==> config.mk <==
export PLATFORM = sky130hd
export DESIGN_NAME = tipi_chan_bridge
export DESIGN_NICKNAME = d
export VERILOG_FILES = /design/src/rtl/tipi_chan_bridge.sv
export SDC_FILE = /design/constraint.sdc
export NUM_CORES = 1
export LEC_CHECK = 0
export BUFFER_PORTS_ARGS = -buffer_cell sky130_fd_sc_hd__buf_2
export CORE_UTILIZATION = 50
export CTS_CLUSTER_DIAMETER = 120
export DETAILED_ROUTE_END_ITERATION = 7
export PLACE_DENSITY = 0.71
export SLEW_MARGIN = 30
export SYNTH_ARGS = -nofsm -noshare
export SYNTH_HDL_FRONTEND = slang
export SYNTH_HIERARCHICAL = 1
export SYNTH_SLANG_ARGS = --single-unit
==> constraint.sdc <==
create_clock -name clk -period 3.4 [get_ports clk]
set_clock_uncertainty 0.05 [all_clocks]
set_input_delay 0.34 -clock clk [delete_from_list [all_inputs] [get_ports clk]]
set_output_delay 0.34 -clock clk [all_outputs]
set_load 0.005 [all_outputs]
==> src/rtl/tipi_chan_bridge.sv <==
// TIPI channel bridge: NCH byte registers each way between the TI memory window
// and an oversampled RPi serial link, with pending flags raising attention lines.

module tipi_chan_reg #(
   parameter int DW = 8
) (
   input  logic          clk,
   input  logic          reset_n,
   input  logic          t_wr,
   input  logic          t_clr,
   input  logic          r_wr,
   input  logic          r_clr,
   input  logic [0:DW-1] t_wdata,
   input  logic [0:DW-1] r_wdata,
   output logic [0:DW-1] t_q,
   output logic [0:DW-1] r_q,
   output logic          t_pend,
   output logic          r_pend
);

   // Set is evaluated after clear so a same-cycle set/clear leaves the flag set.
   always_ff @(posedge clk or negedge reset_n) begin
      if (!reset_n) begin
         t_q    <= '0;
         r_q    <= '0;
         t_pend <= 1'b0;
         r_pend <= 1'b0;
      end else begin
         if (t_wr) t_q <= t_wdata;
         if (r_wr) r_q <= r_wdata;
         if (t_clr) t_pend <= 1'b0;
         if (t_wr)  t_pend <= 1'b1;
         if (r_clr) r_pend <= 1'b0;
         if (r_wr)  r_pend <= 1'b1;
      end
   end

endmodule

module tipi_chan_bridge #(
   parameter int          NCH         = 2,
   parameter int          DW          = 8,
   parameter logic [15:0] BASE_ADDR   = 16'h5FF8,
   parameter int          SYNC_STAGES = 2,
   parameter int          SW          = (NCH > 1) ? $clog2(NCH) : 1
) (
   input  logic          clk,
   input  logic          reset_n,
   input  logic          dev_en,
   input  logic [0:15]   ti_a,
   input  logic          ti_memen,
   input  logic          ti_we,
   input  logic          ti_dbin,
   input  logic [0:DW-1] ti_din,
   output logic [0:DW-1] ti_dout,
   output logic          ti_dout_en,
   output logic          ti_attn,
   input  logic          r_clk,
   input  logic          r_le,
   input  logic          r_rt,
   input  logic          r_dout,
   input  logic [SW-1:0] r_sel,
   output logic          r_din,
   output logic          rpi_attn
);

   typedef struct packed {
      logic          rd;
      logic          wr;
      logic [SW-1:0] sel;
      logic          dout;
      logic          rt;
      logic          le;
      logic          rclk;
   } async_t;

   logic [NCH-1:0]         hit_r, hit_t, sel_hot, rd_hot;
   logic [NCH-1:0]         t_wr, t_clr, r_wr, r_clr, r_pend, t_pend;
   logic [NCH-1:0][0:DW-1] r_q, t_q;
   logic [0:DW-1]          t_sel, in_sh, out_sh;

   async_t                        raw, s;
   async_t [SYNC_STAGES-1:0]      sync_q;
   logic                          rclk_d, wr_d, rd_d;
   logic                          rclk_rise, wr_rise, rd_rise, rd_fall;

   // Address decode is a per-channel equality against the odd window addresses.
   for (genvar c = 0; c < NCH; c++) begin : g_ch
      localparam logic [15:0] R_ADDR = 16'(BASE_ADDR + 2*c + 1);
      localparam logic [15:0] T_ADDR = 16'(BASE_ADDR + 2*NCH + 2*c + 1);

      assign hit_r[c]   = (ti_a == R_ADDR);
      assign hit_t[c]   = (ti_a == T_ADDR);
      assign sel_hot[c] = (s.sel == SW'(c));

      tipi_chan_reg #(.DW(DW)) u_reg (
         .clk     (clk),
         .reset_n (reset_n),
         .t_wr    (t_wr[c]),
         .t_clr   (t_clr[c]),
         .r_wr    (r_wr[c]),
         .r_clr   (r_clr[c]),
         .t_wdata (ti_din),
         .r_wdata (in_sh),
         .t_q     (t_q[c]),
         .r_q     (r_q[c]),
         .t_pend  (t_pend[c]),
         .r_pend  (r_pend[c])
      );
   end

   assign ti_dout_en = dev_en & ~ti_memen & ti_dbin & (|hit_r | |hit_t);

   always_comb begin
      ti_dout = '0;
      t_sel   = '0;
      for (int c = 0; c < NCH; c++) begin
         if (hit_r[c])   ti_dout = ti_dout | r_q[c];
         if (hit_t[c])   ti_dout = ti_dout | t_q[c];
         if (sel_hot[c]) t_sel   = t_sel | t_q[c];
      end
   end

   assign raw.rd   = dev_en & ~ti_memen & ti_dbin & (|hit_r);
   assign raw.wr   = dev_en & ~ti_memen & ~ti_we & (|hit_t);
   assign raw.sel  = r_sel;
   assign raw.dout = r_dout;
   assign raw.rt   = r_rt;
   assign raw.le   = r_le;
   assign raw.rclk = r_clk;

   always_ff @(posedge clk or negedge reset_n) begin
      if (!reset_n) begin
         sync_q <= '0;
         rclk_d <= 1'b0;
         wr_d   <= 1'b0;
         rd_d   <= 1'b0;
      end else begin
         sync_q[0] <= raw;
         for (int i = 1; i < SYNC_STAGES; i++) sync_q[i] <= sync_q[i-1];
         rclk_d <= s.rclk;
         wr_d   <= s.wr;
         rd_d   <= s.rd;
      end
   end

   assign s         = sync_q[SYNC_STAGES-1];
   assign rclk_rise = s.rclk & ~rclk_d;
   assign wr_rise   = s.wr & ~wr_d;
   assign rd_rise   = s.rd & ~rd_d;
   assign rd_fall   = ~s.rd & rd_d;

   // The TI bus is still held when the synced strobe edge arrives, so raw
   // address/data are safe to use here; the read target is latched at its start.
   always_ff @(posedge clk or negedge reset_n) begin
      if (!reset_n)     rd_hot <= '0;
      else if (rd_rise) rd_hot <= hit_r;
   end

   assign t_wr  = {NCH{wr_rise}} & hit_t;
   assign r_clr = {NCH{rd_fall}} & rd_hot;
   assign t_clr = {NCH{rclk_rise & s.le & s.rt}} & sel_hot;
   assign r_wr  = {NCH{rclk_rise & s.le & ~s.rt}} & sel_hot;

   always_ff @(posedge clk or negedge reset_n) begin
      if (!reset_n) begin
         in_sh  <= '0;
         out_sh <= '0;
         r_din  <= 1'b0;
      end else begin
         r_din <= out_sh[0];
         if (rclk_rise) begin
            case ({s.le, s.rt})
               2'b11:   out_sh <= t_sel;
               2'b01:   out_sh <= {out_sh[1:DW-1], 1'b0};
               2'b00:   in_sh  <= {in_sh[1:DW-1], s.dout};
               default: ;
            endcase
         end
      end
   end

   assign ti_attn  = |r_pend;
   assign rpi_attn = |t_pend;

endmodule

==> impl_results.md <==
- Status: complete, no violations
- Final HPWL DP: ~4000 microns
- Critical Path Fanout Max: 12
- Grt peak-use layer: met2
- Max Root-Sink Buffers: 2
- EDFF count, synth: 0
- Compound-Gate Fraction of Synth Area: 4.319%
- Post-Place Worst Slack: approximately 1200 ps
- Clk sink count: roughly 70
- Synth Flop Type: dfrtp_1
- Leading area contributor after synthesis: dfrtp_1
- Via count: 1895
- Grt met1 use: 27.35%
- Yosys cell types: 30
- Ys async rst share: 100.0%
- GRT Total Usage: roughly a fifth
- RSZ-0062 raised after global routing: no
- Num ports: 47
- Mapped Cells: approximately 210
- Max_cap viols: 0
- Worst skew pair latency: approximately 350 ps
- 1st-iter DRT viols: 75
- Simple-gate share of the synthesized area: between 9 and 10%
- Data required time of the worst path: approximately 3600 ps
- Startpoint class of the critical path: register
- Area Growth Syn to Fin: 15.23%
- # rows: 28
- Final setup fails: 0
- Avg Inst Size Synth: between 10 and 15 sq um
- Cts hold-fix bufs: 0
- Global-route wire length before repair: 9791 microns
- WS Path Type: reg2reg
- Number of diodes: 0
- Multi-input logic area: approximately 1300 sq um
- Area contributors post-synth: dfrtp_1, mux2_4, mux4_2, mux2_2, nor2b_1
- Antenna violations before repair: 0
- Core area: about 6000 sq um
- Max VDD drop: 464.8 uV
- Die height: 81.84 microns
- Register area: roughly 1800 sq um
- CTS clk-pin slew, worst paths: around 80 ps
- Synth Area in Adders: 0%
- Antenna-violating nets left: 0
- Final-layout fill cell count: between 500 and 600
- Met3 Track Usage GR: 8.111%
- Post-synthesis sequential area ratio: between 50% and 60%
- PostCTS Resize Cnt: 0
- Initial Utilization: between 50% and 60%
- Layout cell share with drive strength beyond 1: 48.15%
- Number of global-route vias before repair: 1971
- Pwr Density: between 400 and 500 nW/um^2
- Number of synthesized register bits: slightly above 70
- Final slew viol count: 0
- Largest net degree at the start of global routing: 73
- Final Cell Area: 3672 sq um
- Post-synthesis mux area share: 26.34%
- Final period utilization: slightly above 60%
- Crit path DAT: approximately 2300 ps
- Post-synth net total: roughly 250
- Worst min path class: in2async
- Top post-synthesis cells by count: dfrtp_1, mux2_4, mux2_2
- Post-route setup TNS: 0 ps
- Crit path capture type: register
- CTS tree: yes
- Least-Margin Pin Slew: roughly 640 ps
- Die Area: ~6700 sq um
- Most common cell in the netlist: dfrtp_1
- Syn Std Cell Area: between 3000 and 4000 sq um
- Total number of yosys warnings: 6
- Slew HR: 56.95%
- Leakage: approximately 1.8 nW
- CTS root buf: clkbuf_8
- Post-DP Area: approximately 3500 sq um
- Setup bufs post-CTS: 0
- Final #Nets: 300
- TritonRoute pass-1 iters: 4
- GRT overflow: 0
- Fmax: between 400 and 500 MHz
- Residual DRC: 0
- Htree depth: 3
- Fin worst setup slack: between 1000 and 1500 ps
- M2 GR Usage: 33.06%
- Finished Core Util: approximately three fifths
- Port Buffers: 46
- TritonCTS Buffers: 9
- Synth top area share: 56.54%
- DRT Wirelength: approximately 6000 microns
- Die W: 81.84 microns
- Gp weighted congestion: 0.7655
- Largest family of logic cells by synthesized area: multiplexers
- Post-synthesis xor/xnor area fraction: 0%
- Period minus WS final: 2110 ps
- DR WL/cell: 17.19 microns
- Final number of hold-violating endpoints: 0
- Via-to-Cell Ratio: 5.493
==> through the flow <==
stage          total power [mW]  instances  hold WS (ps)
3_3_place_gp              1.155        329         283.3
5_1_grt                   1.916        345         4.164
3_5_place_dp              1.161        329         287.0
4_1_cts                   1.853        345         16.97
6_report                  1.831        345         6.381
2_1_floorplan             1.090        214        -5.591
==> state kept, by name (all words and copies together) (netlist names) <==
name,flops
g_ch.u_reg/r_pend,2
g_ch.u_reg/r_q,16
g_ch.u_reg/t_pend,2
g_ch.u_reg/t_q,16
in_sh,8
out_sh,8
r_din,1
rclk_d,1
rd_d,1
rd_hot,2
s,7
sync_q,7
wr_d,1
==> cell families after synthesis <==
family / count (synthesis)
simple gates: 49
buf+inv: 16
mux: 56
compound gates: 21
flops: 72
==> where the power goes <==
| part | switching [mW] | leakage [nW] | total (mW) | internal (mW) |
|---|---|---|---|---|
| registers | 0.0569 | 0.946 | 0.982 | 0.925 |
| clock network | 0.340 | 0.0925 | 0.685 | 0.344 |
| logic | 0.0600 | 0.739 | 0.164 | 0.104 |
==> placed cells by master, fill, tap and decap left out, types with 2 or more instances in the layout <==
master / count
o21ai_0: 7
nor2_1: 9
dfrtp_1: 72
clkinvlp_4: 3
inv_1: 5
and3b_1: 3
or2_2: 2
nor2b_1: 10
buf_2: 46
nand2_1: 10
mux2_2: 15
mux2_4: 32
nand3b_1: 2
nand2b_1: 2
buf_4: 4
a21o_2: 4
o31ai_1: 2
nand4_1: 2
inv_6: 2
and4_1: 2
mux4_2: 8
o22ai_1: 7
clkbuf_8: 9
==> worst paths after layout <==
check,from,end,slack [ps],cells after the start
setup / recovery,s[1]$_DFF_PN0_,g_ch[0].u_reg/r_q[5]$_DFFE_PN0P_,1290,4
hold / removal,reset_n,rd_hot[1]$_DFFE_PN0P_,6,2
setup reg to reg,s[1]$_DFF_PN0_,g_ch[0].u_reg/r_q[5]$_DFFE_PN0P_,1290,4
hold reg to reg,sync_q[3]$_DFF_PN0_,s[3]$_DFF_PN0_,300,0
max in group asynchronous,reset_n,g_ch[1].u_reg/r_q[0]$_DFFE_PN0P_,2820,2
min in group clk,r_rt,sync_q[2]$_DFF_PN0_,40,1
==> cell type report <==
class                           instances  area share [%]
Tap cell                               75           2.555
Multi-Input combinational cell        126           34.96
Timing Repair Buffer                   51           7.394
Sequential cell                        72           49.06
Clock inverter                          7           2.147
Inverter                                5          0.5111
Clock buffer                            9           3.373
==> worst max-delay path, cell delays in order (launching register included) <==
cell and delay [ps]:
dfrtp_1 680, nand2b_1 140, nor2_1 520, buf_4 280, mux2_4 310
==> routing by layer <==
metal  wire length, microns  up-vias  part of all wire (%)
li1                       -      871                     -
met1                   2729      964                    46
met2                   2849       51                    48
met3                    273        9                   4.6
met4                     80        0                   1.3
met5                      0        -                     0
Power figures use the tool's default switching activity.
